==> src/rtl/torus_pkg.sv <==
// Shared torus link definitions: word width, connector slice layout and port slot order.
package torus_pkg;

    localparam int unsigned DATA_W    = 37;
    localparam int unsigned PORT_SIZE = DATA_W + 2;

    localparam int unsigned VLD_BIT = DATA_W;
    localparam int unsigned RDY_BIT = DATA_W + 1;

    localparam int unsigned PORT_E = 0;
    localparam int unsigned PORT_S = 1;
    localparam int unsigned PORT_W = 2;
    localparam int unsigned PORT_N = 3;

    // Packed view of one connector slice; bit order matches VLD_BIT/RDY_BIT.
    typedef struct packed {
        logic              rdy;
        logic              vld;
        logic [DATA_W-1:0] data;
    } link_slice_t;

endpackage

==> src/rtl/link_rx_fifo.sv <==
// Synchronous FIFO absorbing words arriving from the neighbour node.
module link_rx_fifo #(
    parameter int unsigned DEPTH = 4,
    parameter int unsigned WIDTH = 37,
    parameter int unsigned CNT_W = $clog2(DEPTH + 1)
) (
    input  logic             clk,
    input  logic             rst,
    input  logic             push_i,
    input  logic [WIDTH-1:0] wdata_i,
    input  logic             pop_i,
    output logic [WIDTH-1:0] rdata_o,
    output logic [CNT_W-1:0] count_o,
    output logic             full_o,
    output logic             empty_o
);

    localparam int unsigned PTR_W = (DEPTH > 1) ? $clog2(DEPTH) : 1;

    logic [WIDTH-1:0] mem [DEPTH];
    logic [PTR_W-1:0] wr_ptr_q, rd_ptr_q;
    logic [CNT_W-1:0] count_q;
    logic             do_push, do_pop;

    assign full_o  = (count_q == CNT_W'(DEPTH));
    assign empty_o = (count_q == '0);
    assign do_push = push_i & ~full_o;
    assign do_pop  = pop_i & ~empty_o;
    assign count_o = count_q;
    assign rdata_o = mem[rd_ptr_q];

    always_ff @(posedge clk or posedge rst) begin
        if (rst) begin
            wr_ptr_q <= '0;
            rd_ptr_q <= '0;
            count_q  <= '0;
        end else begin
            if (do_push) wr_ptr_q <= wr_ptr_q + PTR_W'(1);
            if (do_pop)  rd_ptr_q <= rd_ptr_q + PTR_W'(1);
            case ({do_push, do_pop})
                2'b10:   count_q <= count_q + CNT_W'(1);
                2'b01:   count_q <= count_q - CNT_W'(1);
                default: count_q <= count_q;
            endcase
        end
    end

    // Storage is not reset; only the pointers and count define validity.
    always_ff @(posedge clk) begin
        if (do_push) mem[wr_ptr_q] <= wdata_i;
    end

endmodule

==> src/rtl/torus_link_port.sv <==
// Per-port torus link controller: single-entry TX register toward the connector,
// RX FIFO for words arriving from the neighbour.
module torus_link_port
    import torus_pkg::*;
#(
    parameter int unsigned FIFO_DEPTH = 4,
    parameter int unsigned CNT_W      = $clog2(FIFO_DEPTH + 1)
) (
    input  logic                 clk,
    input  logic                 rst,
    input  logic [PORT_SIZE-1:0] link_i,
    output logic [PORT_SIZE-1:0] link_o,
    input  logic [DATA_W-1:0]    tx_data_i,
    input  logic                 tx_valid_i,
    output logic                 tx_ready_o,
    output logic [DATA_W-1:0]    rx_data_o,
    output logic                 rx_valid_o,
    input  logic                 rx_ready_i,
    output logic [CNT_W-1:0]     rx_count_o
);

    link_slice_t       in_s, out_s;
    logic              tx_full_q;
    logic [DATA_W-1:0] tx_reg_q;
    logic              link_accept, tx_load;
    logic              rx_full, rx_empty, rx_rdy, rx_push, rx_pop;

    assign in_s = link_i;

    // Pass-through ready: a draining register can be refilled in the same cycle.
    assign link_accept = tx_full_q & in_s.rdy;
    assign tx_ready_o  = ~tx_full_q | link_accept;
    assign tx_load     = tx_valid_i & tx_ready_o;

    always_ff @(posedge clk or posedge rst) begin
        if (rst) begin
            tx_full_q <= 1'b0;
            tx_reg_q  <= '0;
        end else if (tx_load) begin
            tx_full_q <= 1'b1;
            tx_reg_q  <= tx_data_i;
        end else if (link_accept) begin
            tx_full_q <= 1'b0;
        end
    end

    // rdy depends only on the registered count, so nothing combinational crosses the link.
    assign rx_rdy     = ~rx_full;
    assign rx_push    = in_s.vld & rx_rdy;
    assign rx_valid_o = ~rx_empty;
    assign rx_pop     = rx_valid_o & rx_ready_i;

    link_rx_fifo #(
        .DEPTH (FIFO_DEPTH),
        .WIDTH (DATA_W),
        .CNT_W (CNT_W)
    ) u_rx_fifo (
        .clk     (clk),
        .rst     (rst),
        .push_i  (rx_push),
        .wdata_i (in_s.data),
        .pop_i   (rx_pop),
        .rdata_o (rx_data_o),
        .count_o (rx_count_o),
        .full_o  (rx_full),
        .empty_o (rx_empty)
    );

    always_comb begin
        out_s      = '0;
        out_s.data = tx_reg_q;
        out_s.vld  = tx_full_q;
        out_s.rdy  = rx_rdy;
    end

    assign link_o = out_s;

endmodule

==> config.mk <==
export PLATFORM = sky130hd
export DESIGN_NAME = torus_link_port
export DESIGN_NICKNAME = d
export VERILOG_FILES = /design/src/rtl/torus_pkg.sv /design/src/rtl/link_rx_fifo.sv /design/src/rtl/torus_link_port.sv
export SDC_FILE = /design/constraint.sdc
export NUM_CORES = 1
export LEC_CHECK = 0
export CAP_MARGIN = 5
export CORE_ASPECT_RATIO = 1.5
export CORE_MARGIN = 2
export CORE_UTILIZATION = 54
export DETAILED_ROUTE_END_ITERATION = 8
export GPL_TIMING_DRIVEN = 0
export HOLD_SLACK_MARGIN = 0.12
export PLACE_DENSITY = 0.91
export SLEW_MARGIN = 30
export SYNTH_ARGS = -nofsm -noshare
export SYNTH_HDL_FRONTEND = slang
export SYNTH_SLANG_ARGS = --single-unit
export TNS_END_PERCENT = 20
==> constraint.sdc <==
create_clock -name clk -period 3.7 [get_ports clk]
set_input_delay 0.74 -clock clk [delete_from_list [all_inputs] [get_ports clk]]
set_output_delay 0.74 -clock clk [all_outputs]
set_load 0.02 [all_outputs]
==> run metrics <==
crit path capture type primary output; asr flop ratio synth 23.32%; drt drc 0; Setup CP Type reg -> out; Worst-Skew Late Latency 0.42 ns; placed cell areas 8995 µm²; drt via density 5.521; Pint 4962 µW; H-tree depth 4; ant diodes 0; first-pass GRT wire length 21.93 mm; global route overflow 0; Mapped Cells 314; largest net degree at the start of global routing 38; die extent in y 145.2 µm; Final nets 580; Worst IR Drop VDD 0.4279 mV; first-pass iteration count of the detailed router 4; Final min period 3.160 ns; postcts setup bufs 0; ANT nets after route 0; Clock Path Buffers 2; root buf cell clkbuf_16; slew margin rel. 56.13%; DR iter-0 viols 140; Flop pwr share 41.1%; final core occ 73.83%; worst setup path startpoint u_rx_fifo.rd_ptr_q[0]; Primary FF master, synth edfxtp_1; Global Route Usage Sum 20.34%; EDFF count, synth 148; total leakage power 0.003366 µW; Clk pwr share 23.4%; P_sw 2217 µW; biggest area consumer among synthesized cells edfxtp_1; RSZ-0062 raised after global routing false; I/O Buffers 160; # IOs 161; Comb pwr share 35.5%; Rows 51; Worst Tran Pin Value 0.6581 ns; DP HPWL 9.217 mm; startpoint types flop; CP required 2.96 ns; hold bufs inserted after CTS 0; CTS clk-pin slew, worst paths 0.07 ns; Slew Limit Fails 0; Synth Cell Area 7174 µm²; CORE AREA 12950 µm²; Yosys cell types 23; clk sinks 193; Hold Crit Start tx_reg_q[18]; total CTS buffers 17; Synthesis Warnings 0; status finished clean; worst r2r src u_rx_fifo.count_o[0]; ratio of cells with drive above 1 in the final layout 25.25%; synthesis-to-finish area growth 33.31%; share of the synthesized area in the top cell type 61.95%; post-route clock period utilization 85.41%; syn_area_per_cell 22.85 µm²; final instance area 9564 µm²; PwrDens 750.5 nW/µm²; most frequent cells after synthesis edfxtp_1 (148), dfrtp_1 (45), mux2_2 (37), mux4_2 (37), buf_2 (8); syn_nets 400; initial core utilization 55.38%; skew final 0.01169 ns; Seq/Total Area, Yosys 77.64%; Die Area 14240 µm²; gpl congestion 0.7176; drt total wl 13.76 mm; MaxCap Viol Count 0; routed length per instance 20.66 µm; Switching Fraction 30.88%; HP Class reg -> reg; FF+latch count, synth 193; count leader, synth edfxtp_1; Vias 3677; critical path arrival 2.42 ns; initial antenna violation count 0; vias in the first global route 3974; Sum Neg Setup Slack 0 ns; worst-path maximum fanout 10; Die W 98.12 µm; f_max 0.3165 GHz; Hold Vio Cnt, Final 0; Synth area leaders edfxtp_1 (62%), dfrtp_1 (16%), mux4_2 (12%); TritonCTS clock tree yes; final setup fails 0; post-CTS sizing 0
## critical path: stages, from the launching register on
cell and delay, ns:
dfrtp_1 0.37, buf_4 0.24, buf_4 0.27, mux4_2 0.55, clkdlybuf4s50_1 0.57
## sequential cells by signal, indices dropped and copies added, names as in the netlist
| name | count |
|---|---|
| tx_full_q | 1 |
| tx_reg_q | 37 |
| u_rx_fifo.count_o | 3 |
| u_rx_fifo.mem | 148 |
| u_rx_fifo.rd_ptr_q | 2 |
| u_rx_fifo.wr_ptr_q | 2 |
## kinds of logic (layout without fill, tap and decap cells)
| family | after synthesis | in the layout | synth area share [%] |
|---|---|---|---|
| AO/OA/AOI/OAI | 1 | 1 | 0.1395 |
| XOR/XNOR | 6 | 6 | 0.7326 |
| adder cells (fa/ha/maj) | 6 | 6 | 1.151 |
| buffers and inverters | 20 | 213 | 1.395 |
| flip-flops | 193 | 193 | 77.64 |
| multiplexers | 76 | 76 | 17.77 |
| AND/OR/NAND/NOR | 12 | 12 | 1.168 |
## cell usage in the layout (no fill, tap or decap), types with 4 or more instances in the layout
cell	instances
edfxtp_1	148
clkdlybuf4s50_1	160
clkinvlp_4	4
dfrtp_1	45
buf_2	8
clkbuf_16	17
mux4_2	37
buf_4	4
ha_1	5
mux2_2	37
and3_4	4
inv_1	6
## layer usage
layer	GRT usage [%]	share of wire (%)	vias up
met3	5.636	5.6	25
met1	25.23	38	1866
met5	0	0	-
met2	34.14	54	165
met4	7.639	2.3	0
li1	-	-	1621
## layout make-up
cell class                 instances  area, µm²
buffer                            13      73.82
clock buffer                      17      425.4
clock inverter                    15      128.9
fill                             732       3390
inverter                           7      26.28
multi-input combinational        101       1519
sequential                       193       5570
tap                              159      198.9
timing repair buffer             161       1622
## worst paths after layout
| check | end | slack (ns) | cells past startpoint |
|---|---|---|---|
| worst max-delay path | rx_data_o[16] | 0.54 | 4 |
| worst max register to register | u_rx_fifo.count_o[2] | 1.39 | 9 |
| min in group asynchronous | tx_reg_q[28] | 0.61 | 2 |
| worst min-delay path | tx_reg_q[18] | 0.51 | 1 |
| worst min register to register | tx_reg_q[18] | 0.51 | 1 |
| max in group asynchronous | tx_reg_q[4] | 2.61 | 3 |
## power by group through the flow
stage,clock (µW),sequential [µW],combinational (µW)
2_1_floorplan,0,3040,1410
3_3_place_gp,0,2960,2520
3_5_place_dp,0,3000,2560
4_1_cts,1710,2960,2580
5_1_grt,1810,2990,2700
6_report,1680,2950,2550
## through the flow
| step | instances | hold slack [ns] | power, µW | setup WS (ns) |
|---|---|---|---|---|
| after detailed placement | 634 | 0.4934 | 5561 | 0.9442 |
| final | 666 | 0.5071 | 7178 | 0.5399 |
| after floorplan | 314 | 0.5348 | 4449 | 1.536 |
| after CTS | 666 | 0.5103 | 7253 | 0.4912 |
| after global placement | 633 | 0.4864 | 5474 | 0.9623 |
| after global routing | 666 | 0.5186 | 7498 | 0.4246 |
Power figures use the tool's default switching activity.
